<file path="src/rtl/uart_rx_fsm_pkg.sv">
// Shared types and helpers for the UART receive frame controller.
package uart_rx_fsm_pkg;

  typedef enum logic [2:0] {
    IDLE   = 3'd0,
    START  = 3'd1,
    DATA   = 3'd2,
    PARITY = 3'd3,
    STOP   = 3'd4,
    VALID  = 3'd5
  } rx_state_e;

  localparam int unsigned PRESCALE_8  = 8;
  localparam int unsigned PRESCALE_16 = 16;
  localparam int unsigned PRESCALE_32 = 32;

  function automatic int unsigned last_edge(input int unsigned prescale);
    return prescale - 1;
  endfunction

  // Sampled bit settles two edges past mid-bit; unsupported ratios fall back to x8 timing.
  function automatic int unsigned sample_edge(input int unsigned prescale);
    if (prescale inside {PRESCALE_8, PRESCALE_16, PRESCALE_32}) return prescale / 2 + 2;
    return PRESCALE_8 / 2 + 2;
  endfunction

endpackage

</file>
<file path="src/rtl/uart_rx_fsm_if.sv">
// Control/status bundle between the frame controller and the receive datapath.
interface uart_rx_fsm_if #(
  parameter int PRESCALE_W = 6,
  parameter int CNT_W      = 5
);
  logic                  rx_in;
  logic [PRESCALE_W-1:0] prescale;
  logic                  par_en;
  logic                  strt_glitch;
  logic                  par_err;
  logic                  stp_err;
  logic [CNT_W-1:0]      edge_cnt;
  logic [CNT_W-1:0]      bit_cnt;
  logic                  dat_samp_en;
  logic                  deser_en;
  logic                  strt_chk_en;
  logic                  par_chk_en;
  logic                  stp_chk_en;
  logic                  data_valid;

  modport master (
    input  rx_in, prescale, par_en, strt_glitch, par_err, stp_err,
    output edge_cnt, bit_cnt, dat_samp_en, deser_en,
           strt_chk_en, par_chk_en, stp_chk_en, data_valid
  );

  modport slave (
    output rx_in, prescale, par_en, strt_glitch, par_err, stp_err,
    input  edge_cnt, bit_cnt, dat_samp_en, deser_en,
           strt_chk_en, par_chk_en, stp_chk_en, data_valid
  );
endinterface

</file>
<file path="src/rtl/uart_rx_edge_bit_counter.sv">
// Oversample edge counter and frame bit counter; edge wraps at prescale-1 and advances bit.
module uart_rx_edge_bit_counter
  import uart_rx_fsm_pkg::*;
#(
  parameter int PRESCALE_W = 6,
  parameter int CNT_W      = 5
) (
  input  logic                  clk,
  input  logic                  rst_n,
  input  logic                  enable_i,
  input  logic                  clear_i,
  input  logic [PRESCALE_W-1:0] prescale_i,
  output logic [CNT_W-1:0]      edge_cnt_o,
  output logic [CNT_W-1:0]      bit_cnt_o
);

  logic [CNT_W-1:0] edge_q, edge_d;
  logic [CNT_W-1:0] bit_q, bit_d;
  logic [CNT_W-1:0] last;

  assign last = CNT_W'(last_edge(32'(prescale_i)));

  always_comb begin
    edge_d = edge_q;
    bit_d  = bit_q;
    if (clear_i) begin
      edge_d = '0;
      bit_d  = '0;
    end else if (enable_i) begin
      if (edge_q == last) begin
        edge_d = '0;
        bit_d  = bit_q + 1'b1;
      end else begin
        edge_d = edge_q + 1'b1;
      end
    end
  end

  always_ff @(posedge clk) begin
    if (!rst_n) begin
      edge_q <= '0;
      bit_q  <= '0;
    end else begin
      edge_q <= edge_d;
      bit_q  <= bit_d;
    end
  end

  assign edge_cnt_o = edge_q;
  assign bit_cnt_o  = bit_q;

endmodule

</file>
<file path="src/rtl/uart_rx_fsm.sv">
// UART receive frame controller: start detection, bit tracking, checker and deserializer enables.
module uart_rx_fsm
  import uart_rx_fsm_pkg::*;
#(
  parameter int DATA_WIDTH = 8,
  parameter int PRESCALE_W = 6,
  parameter int CNT_W      = 5
) (
  input  logic         clk,
  input  logic         rst_n,
  uart_rx_fsm_if.master rx_if
);

  rx_state_e        state_q, state_d;
  logic             par_en_q, par_en_d;
  logic             cnt_en, cnt_clear;
  logic             at_last, in_window;
  logic [CNT_W-1:0] edge_cnt, bit_cnt;
  logic [CNT_W-1:0] last, sp;

  logic dat_samp_en, deser_en, strt_chk_en, par_chk_en, stp_chk_en, data_valid;

  assign last      = CNT_W'(last_edge(32'(rx_if.prescale)));
  assign sp        = CNT_W'(sample_edge(32'(rx_if.prescale)));
  assign at_last   = (edge_cnt == last);
  assign in_window = (edge_cnt >= sp);

  uart_rx_edge_bit_counter #(
    .PRESCALE_W (PRESCALE_W),
    .CNT_W      (CNT_W)
  ) u_counter (
    .clk        (clk),
    .rst_n      (rst_n),
    .enable_i   (cnt_en),
    .clear_i    (cnt_clear),
    .prescale_i (rx_if.prescale),
    .edge_cnt_o (edge_cnt),
    .bit_cnt_o  (bit_cnt)
  );

  always_comb begin
    state_d = state_q;
    case (state_q)
      IDLE:    if (!rx_if.rx_in) state_d = START;
      START:   if (at_last) state_d = rx_if.strt_glitch ? IDLE : DATA;
      DATA:    if (at_last && bit_cnt == CNT_W'(DATA_WIDTH)) state_d = par_en_q ? PARITY : STOP;
      PARITY:  if (at_last) state_d = rx_if.par_err ? IDLE : STOP;
      STOP:    if (at_last) state_d = rx_if.stp_err ? IDLE : VALID;
      VALID:   state_d = rx_if.rx_in ? IDLE : START;
      default: state_d = IDLE;
    endcase
  end

  // VALID is not a bit position, so the counters restart there; bit_cnt never exceeds 10.
  always_comb begin
    cnt_en    = (state_q != IDLE);
    cnt_clear = (state_d == IDLE) ||
                ((state_d != state_q) && (state_d == START || state_d == VALID));
    par_en_d  = par_en_q;
    if (state_d == START && state_q != START) par_en_d = rx_if.par_en;
  end

  always_comb begin
    dat_samp_en = (state_q != IDLE);
    deser_en    = (state_q == DATA) || (state_q == PARITY) ||
                  (state_q == STOP) || (state_q == VALID);
    strt_chk_en = (state_q == START)  && in_window;
    par_chk_en  = (state_q == PARITY) && in_window;
    stp_chk_en  = (state_q == STOP)   && in_window;
    data_valid  = (state_q == VALID);
  end

  always_ff @(posedge clk) begin
    if (!rst_n) begin
      state_q  <= IDLE;
      par_en_q <= 1'b0;
    end else begin
      state_q  <= state_d;
      par_en_q <= par_en_d;
    end
  end

  assign rx_if.edge_cnt    = edge_cnt;
  assign rx_if.bit_cnt     = bit_cnt;
  assign rx_if.dat_samp_en = dat_samp_en;
  assign rx_if.deser_en    = deser_en;
  assign rx_if.strt_chk_en = strt_chk_en;
  assign rx_if.par_chk_en  = par_chk_en;
  assign rx_if.stp_chk_en  = stp_chk_en;
  assign rx_if.data_valid  = data_valid;

endmodule

</file>
<file path="src/flat_wrapper.sv">
// flat-port wrapper written by rule: the top's interface ports become plain ports
module uart_rx_fsm_flat import uart_rx_fsm_pkg::*;
#(
  parameter int DATA_WIDTH = 8,
  parameter int PRESCALE_W = 6,
  parameter int CNT_W      = 5
)
  (clk, rst_n, rx_if_rx_in, rx_if_prescale, rx_if_par_en, rx_if_strt_glitch, rx_if_par_err, rx_if_stp_err, rx_if_edge_cnt, rx_if_bit_cnt, rx_if_dat_samp_en, rx_if_deser_en, rx_if_strt_chk_en, rx_if_par_chk_en, rx_if_stp_chk_en, rx_if_data_valid);
  uart_rx_fsm_if #(.PRESCALE_W(PRESCALE_W), .CNT_W(CNT_W)) rx_if_i ();
  input  logic clk;
  input  logic rst_n;
  input wire logic [$bits(rx_if_i.rx_in)-1:0] rx_if_rx_in;
  input wire logic [$bits(rx_if_i.prescale)-1:0] rx_if_prescale;
  input wire logic [$bits(rx_if_i.par_en)-1:0] rx_if_par_en;
  input wire logic [$bits(rx_if_i.strt_glitch)-1:0] rx_if_strt_glitch;
  input wire logic [$bits(rx_if_i.par_err)-1:0] rx_if_par_err;
  input wire logic [$bits(rx_if_i.stp_err)-1:0] rx_if_stp_err;
  output wire logic [$bits(rx_if_i.edge_cnt)-1:0] rx_if_edge_cnt;
  output wire logic [$bits(rx_if_i.bit_cnt)-1:0] rx_if_bit_cnt;
  output wire logic [$bits(rx_if_i.dat_samp_en)-1:0] rx_if_dat_samp_en;
  output wire logic [$bits(rx_if_i.deser_en)-1:0] rx_if_deser_en;
  output wire logic [$bits(rx_if_i.strt_chk_en)-1:0] rx_if_strt_chk_en;
  output wire logic [$bits(rx_if_i.par_chk_en)-1:0] rx_if_par_chk_en;
  output wire logic [$bits(rx_if_i.stp_chk_en)-1:0] rx_if_stp_chk_en;
  output wire logic [$bits(rx_if_i.data_valid)-1:0] rx_if_data_valid;
  assign rx_if_i.rx_in = rx_if_rx_in;
  assign rx_if_i.prescale = rx_if_prescale;
  assign rx_if_i.par_en = rx_if_par_en;
  assign rx_if_i.strt_glitch = rx_if_strt_glitch;
  assign rx_if_i.par_err = rx_if_par_err;
  assign rx_if_i.stp_err = rx_if_stp_err;
  assign rx_if_edge_cnt = rx_if_i.edge_cnt;
  assign rx_if_bit_cnt = rx_if_i.bit_cnt;
  assign rx_if_dat_samp_en = rx_if_i.dat_samp_en;
  assign rx_if_deser_en = rx_if_i.deser_en;
  assign rx_if_strt_chk_en = rx_if_i.strt_chk_en;
  assign rx_if_par_chk_en = rx_if_i.par_chk_en;
  assign rx_if_stp_chk_en = rx_if_i.stp_chk_en;
  assign rx_if_data_valid = rx_if_i.data_valid;
  uart_rx_fsm #(.DATA_WIDTH(DATA_WIDTH), .PRESCALE_W(PRESCALE_W), .CNT_W(CNT_W)) u_core (.clk(clk), .rst_n(rst_n), .rx_if(rx_if_i));
endmodule
</file>
<file path="config.mk">
export PLATFORM = sky130hd
export DESIGN_NAME = uart_rx_fsm_flat
export DESIGN_NICKNAME = d
export VERILOG_FILES = /design/src/rtl/uart_rx_fsm_pkg.sv /design/src/rtl/uart_rx_fsm_if.sv /design/src/rtl/uart_rx_edge_bit_counter.sv /design/src/rtl/uart_rx_fsm.sv /design/src/flat_wrapper.sv
export SDC_FILE = /design/constraint.sdc
export NUM_CORES = 1
export LEC_CHECK = 0
export ABC_AREA = 1
export BUFFER_PORTS_ARGS = -buffer_cell sky130_fd_sc_hd__buf_4
export CORE_MARGIN = 2
export CORE_UTILIZATION = 55
export DETAILED_ROUTE_END_ITERATION = 8
export PLACE_DENSITY_LB_ADDON = 0.15
export SETUP_SLACK_MARGIN = 0.1
export SYNTH_ARGS = -nofsm -noshare
export SYNTH_HDL_FRONTEND = slang
export SYNTH_SLANG_ARGS = --single-unit
export TNS_END_PERCENT = 10
</file>
<file path="constraint.sdc">
create_clock -name clk -period 5.3 [get_ports clk]
set_clock_uncertainty 0.1 [all_clocks]
set_input_delay 0.265 -clock clk [delete_from_list [all_inputs] [get_ports clk]]
set_output_delay 0.265 -clock clk [all_outputs]
set_load 0.01 [all_outputs]
</file>
Word-level counts from Yosys, hierarchy flattened --
Cells that the tools add are included.
Cells by class: reductions and logical operators 17, $lt $le $gt $ge 1, bitwise logic cells 1, equal/unequal tests 14, muxes and demuxes 15, add/subtract/negate cells 4
Operators by type and width (number):
- 3-bit 2-to-1 mux | 8
- 3-bit case mux with 6 select lines | 1
- 5-bit 2-to-1 mux | 3
- 5-bit by 1-bit adder with 5-bit output, second input constant | 2
- 3-bit == test, second input constant | 3
- 3-bit by 1-bit == test with 1-bit output, second input constant | 2
- 3-bit by 2-bit == test with 1-bit output, second input constant | 2
- 6-bit by 4-bit == test with 1-bit output, second input constant | 1
- 6-bit by 5-bit == test with 1-bit output, second input constant | 1
- 6-bit == test, second input constant | 1
- 1-bit logical AND | 6
- 3-bit logical NOT | 2
- 3-bit nonzero test | 2
- 5-bit by 2-bit adder with 5-bit output, second input constant | 1
- 5-bit by 4-bit == test with 1-bit output, second input constant | 1
- 5-bit == test | 1
- 5-bit greater-or-equal comparator | 1
- 1-bit logical OR | 5
- 5-bit by 1-bit subtractor with 5-bit output, second input constant | 1
- 3-bit by 1-bit inequality test with 1-bit output, second input constant | 1
- 3-bit inequality test | 1
- 1-bit 2-to-1 mux | 2
- 2-bit 2-to-1 mux | 1
- 2-bit AND reduction | 1
- 2 further kinds | 2
Storage, ports and cells: logic and storage cells 56, output and inout bits 16, input port bits 13, register bits 14

Depth between registers and ports, before layout --
depth in word-level cells 10, gate-level depth with buffers 19, depth with buffers taken out 19

Modules after synthesis --
A second synthesis with hierarchy kept.
Unflattened totals: cell total of the unflattened synthesis 268, area total of the unflattened synthesis 1665.3 um^2
Modules (own cells, without submodules):
- uart_rx_fsm | seq. area each 80.1 um^2, cells each 166, area an instance 938.4 um^2, instances 1
- uart_rx_edge_bit_counter | seq. area each 200.2 um^2, cells each 102, area an instance 726.9 um^2, instances 1

Worst setup path before layout --
No wires, ideal clock.
path type input to output, from input rx_if_prescale[2], to output rx_if_par_chk_en, path buffers 0, arrival 2252 ps, stages on the path 14, path slack 2683 ps, data required time 4935 ps, cell sequence inv_2 -> ha_1 -> inv_1 -> a2111oi_0 -> inv_1 -> nor2_1 -> ha_1 -> inv_1 -> nand2_1 -> a21oi_1 -> o21bai_1 -> a21o_1 -> a21oi_1 -> nor2_1
On the way: word-level cells in the longest chain between the ends 6, elaborated cells between the ends (all ways) 10, those cells by class add/sub (1); order compare (1); eq/ne (3); mux (3); reduce/logical (2)
RTL lines:
- start: declaration | line flat_wrapper.sv:13 | input wire logic [$bits(rx_if_i.prescale)-1:0] rx_if_prescale;
- branches (longest 3 deep; another with 5-bit by 2-bit adder with 5-bit output)
- 5-bit 2-to-1 mux * | line uart_rx_fsm_pkg.sv:24 | return PRESCALE_8 / 2 + 2;
- 5-bit greater-or-equal comparator * | line uart_rx_fsm.sv:26 | assign in_window = (edge_cnt >= sp);
- 1-bit logical AND * | line uart_rx_fsm.sv:68 | par_chk_en = (state_q == PARITY) && in_window;
- end: declaration | line flat_wrapper.sv:23 | output wire logic [$bits(rx_if_i.par_chk_en)-1:0] rx_if_par_chk_en;
Every way passes the cells marked *.

Worst setup path in the final report --
from input rx_if_prescale[2], to output rx_if_stp_chk_en
On the way: word-level cells in the longest chain between the ends 6, elaborated cells between the ends (all ways) 10, those cells by class add/sub (1); order compare (1); eq/ne (3); mux (3); reduce/logical (2)
RTL lines:
- branches (longest 3 deep; another with 5-bit by 2-bit adder with 5-bit output)
- 5-bit 2-to-1 mux * | line uart_rx_fsm_pkg.sv:24
- 5-bit greater-or-equal comparator * | line uart_rx_fsm.sv:26
- 1-bit logical AND * | line uart_rx_fsm.sv:69 | stp_chk_en = (state_q == STOP) && in_window;
- end: declaration | line flat_wrapper.sv:24 | output wire logic [$bits(rx_if_i.stp_chk_en)-1:0] rx_if_stp_chk_en;
Marked as above.

==> flow_summary.json <==
{
  "synth-seq-area-share_pct": 20.18,
  "drive_above_1_share_pct": 25.30,
  "syn2layout_area_growth_pct": 19.46,
  "post_cts_resize_count": 0,
  "status": "finished clean",
  "postLayoutCellArea_um2": 1659,
  "grt_use_total_pct": 22.16,
  "p_leak_nw": 0.8368,
  "tightest_slew_ps": 641.0,
  "diodes": 0,
  "syn_area_um2": 1389,
  "maxSlewViolCount": 0,
  "antenna_found_initial": 0,
  "clkTransAtPathRegs_ps": 70,
  "cts_setup_buffers": 0,
  "grt-ovfl-total": 0,
  "grt_pass1_wl_um": 4830,
  "clkLatencyLatePin_ps": 270,
  "vias_per_cell": 4.950,
  "clock-root-buffer": "clkbuf_4",
  "htree_levels": 1,
  "grt_start_max_net_pins": 11,
  "grt_pass1_vias": 1139,
  "cts_buffers": 3,
  "end_kind": "output pin",
  "synth_seq_cells": 14,
  "critical_path_class": "in2out",
  "io-pin-count": 29,
  "yosys_warnings": 0,
  "required_ps": 4930,
  "final_nets": 278,
  "async_reset_ff_share_pct": 0,
  "p_per_area_nw_per_um2": 147.5,
  "synthCells": 218,
  "rsz0062_at_grt": "false",
  "synth_edf_count": 0,
  "rows": 18,
  "ctsHoldBuffers": 0,
  "cts_sinks": 14,
  "die_y_um": 54.25,
  "start_util_pct": 57.10,
  "cts_buffer_depth": 2,
  "die_w_um": 54.25,
  "period_minus_slack_ps": 3171,
  "ant_nets": 0,
  "gp_congestion": 0.8382,
  "synth_ff_type": "dfxtp_1",
  "vdd_ir_drop_max_v": 0.0001872,
  "drtIter0Drc": 50,
  "cts_tree": "built",
  "cp_max_fo": 9,
  "dr.pass1.iters": 4,
  "arrival_ps": 2810,
  "port-buffer-count": 28,
  "finalCritPeriodShare_pct": 59.84,
  "dieArea_um2": 2943,
  "num_vias": 1381,
  "ys_types": 29,
  "cp-start-kind": "input port",
  "dp_hpwl_um": 2411,
  "dpl_cell_area_um2": 1637,
  "hold_violations": 0,
  "drv_cap": 0,
  "wirelength_um": 2959,
  "drc": 0,
  "wl_per_cell_um": 10.61,
  "core_um2": 2432,
  "fin_setup_tns_ps": 0,
  "min-delay-path-class": "in2reg",
  "slew_headroom_pct": 56.16,
  "syn_area_per_cell_um2": 6.371,
  "fmax_mhz": 315.3,
  "setup_violations": 0,
  "synth_nets": 245
}
cells in the mapped netlist (3+ instances only):
master | instances | area share (%)
o21ai_0 | 6 | 2.2
a21oi_1 | 5 | 1.8
inv_2 | 5 | 1.4
dfxtp_1 | 14 | 20
ha_1 | 14 | 13
nand3_1 | 11 | 4.0
nor2_1 | 20 | 5.4
nor3_1 | 5 | 1.8
nor2_4 | 3 | 2.4
inv_1 | 40 | 11
xor2_1 | 3 | 1.9
xnor2_1 | 3 | 1.9
nand2_1 | 51 | 14
nand4_1 | 7 | 3.2
nor2_2 | 14 | 6.3
nand2_2 | 3 | 1.4
worst paths after layout:
kind	start	to	depth (start not counted)	slack (ps)
worst min register to register	u_core.u_counter.bit_cnt_o[4]	u_core.u_counter.bit_cnt_o[4]	3	490
worst max register to register	u_core.u_counter.edge_cnt_o[3]	u_core.u_counter.edge_cnt_o[0]	17	3160
worst max-delay path	rx_if_prescale[2]	rx_if_stp_chk_en	16	2130
worst min-delay path	rst_n	u_core.state_q[0]	3	100
critical path, cell delays in order:
cell and delay, ps:
buf_4 120, inv_2 130, ha_1 190, inv_1 40, a2111oi_0 600, inv_1 160, nor2_1 140, ha_1 240
inv_1 50, nand2_1 40, a21oi_1 140, o21bai_1 80, a21o_1 150, a21oi_1 240, nor2_1 70, buf_4 150
layout by cell type, fill, tap and decap left out, types with 2 or more instances in the layout:
master    netlist  final
nand4_1         7      7
nand2_4         2      2
nor2_1         20     20
buf_4           0     28
ha_1           14     14
inv_1          40     40
o21ai_0         6      6
dfxtp_1        14     14
nand2_2         3      3
nor2_2         14     14
nor3_1          5      5
nand3_1        11     11
xnor2_1         3      3
inv_2           5      5
clkbuf_4        0      3
a21oi_1         5      5
xor2_1          3      3
nand2_1        51     51
nor2_4          3      3
logic make-up after synthesis:
| family | after synthesis | synth area share (%) |
|---|---|---|
| XOR/XNOR | 6 | 3.784 |
| flip-flops | 14 | 20.18 |
| AND/OR/NAND/NOR | 120 | 42.97 |
| adder cells (fa/ha/maj) | 14 | 12.61 |
| AO/OA/AOI/OAI | 17 | 7.568 |
| buffers and inverters | 47 | 12.88 |
layer usage:
metal / part of all wire, % / global-route usage, %
met1: 50 / 31.14
met2: 46 / 36.35
met3: 4.1 / 0.8197
met4: 0.34 / 7.500
met5: 0 / 0
cell type report:
type	count	area, um^2
Multi-Input combinational cell	157	929.6
Tap cell	30	37.54
Inverter	47	178.9
Clock buffer	3	22.52
Timing Repair Buffer	28	210.2
Sequential cell	14	280.3
Fill cell	237	773.2
flip-flops by register name (all words and copies together) (netlist names):
signal,count
u_core.par_en_q,1
u_core.state_q,3
u_core.u_counter.edge_cnt_o,5
u_core.u_counter.bit_cnt_o,5
where the power goes:
part	switching [W]	leakage, nW	internal [W]
combinational	0.0000475	0.710	0.0000275
sequential	0.00000408	0.113	0.000108
clock	0.0000314	0.0138	0.0000263
total	0.0000831	0.837	0.000162
stage by stage:
step / setup WS [ps] / util, % / instances / hold WS (ps) / power [W]
global route: 1902 / 68.21 / 279 / 91.62 / 0.0002601
floorplan: 2683 / - / 218 / 262.6 / 0.0001662
CTS: 2143 / 68.21 / 279 / 96.06 / 0.0002455
detailed placement: 2123 / 67.28 / 276 / 380.4 / 0.0001889
global placement: 2276 / 67.28 / 276 / 368.4 / 0.0001878
finish: 2129 / 68.21 / 279 / 95.43 / 0.0002447
(Power assumes the default switching activity.)
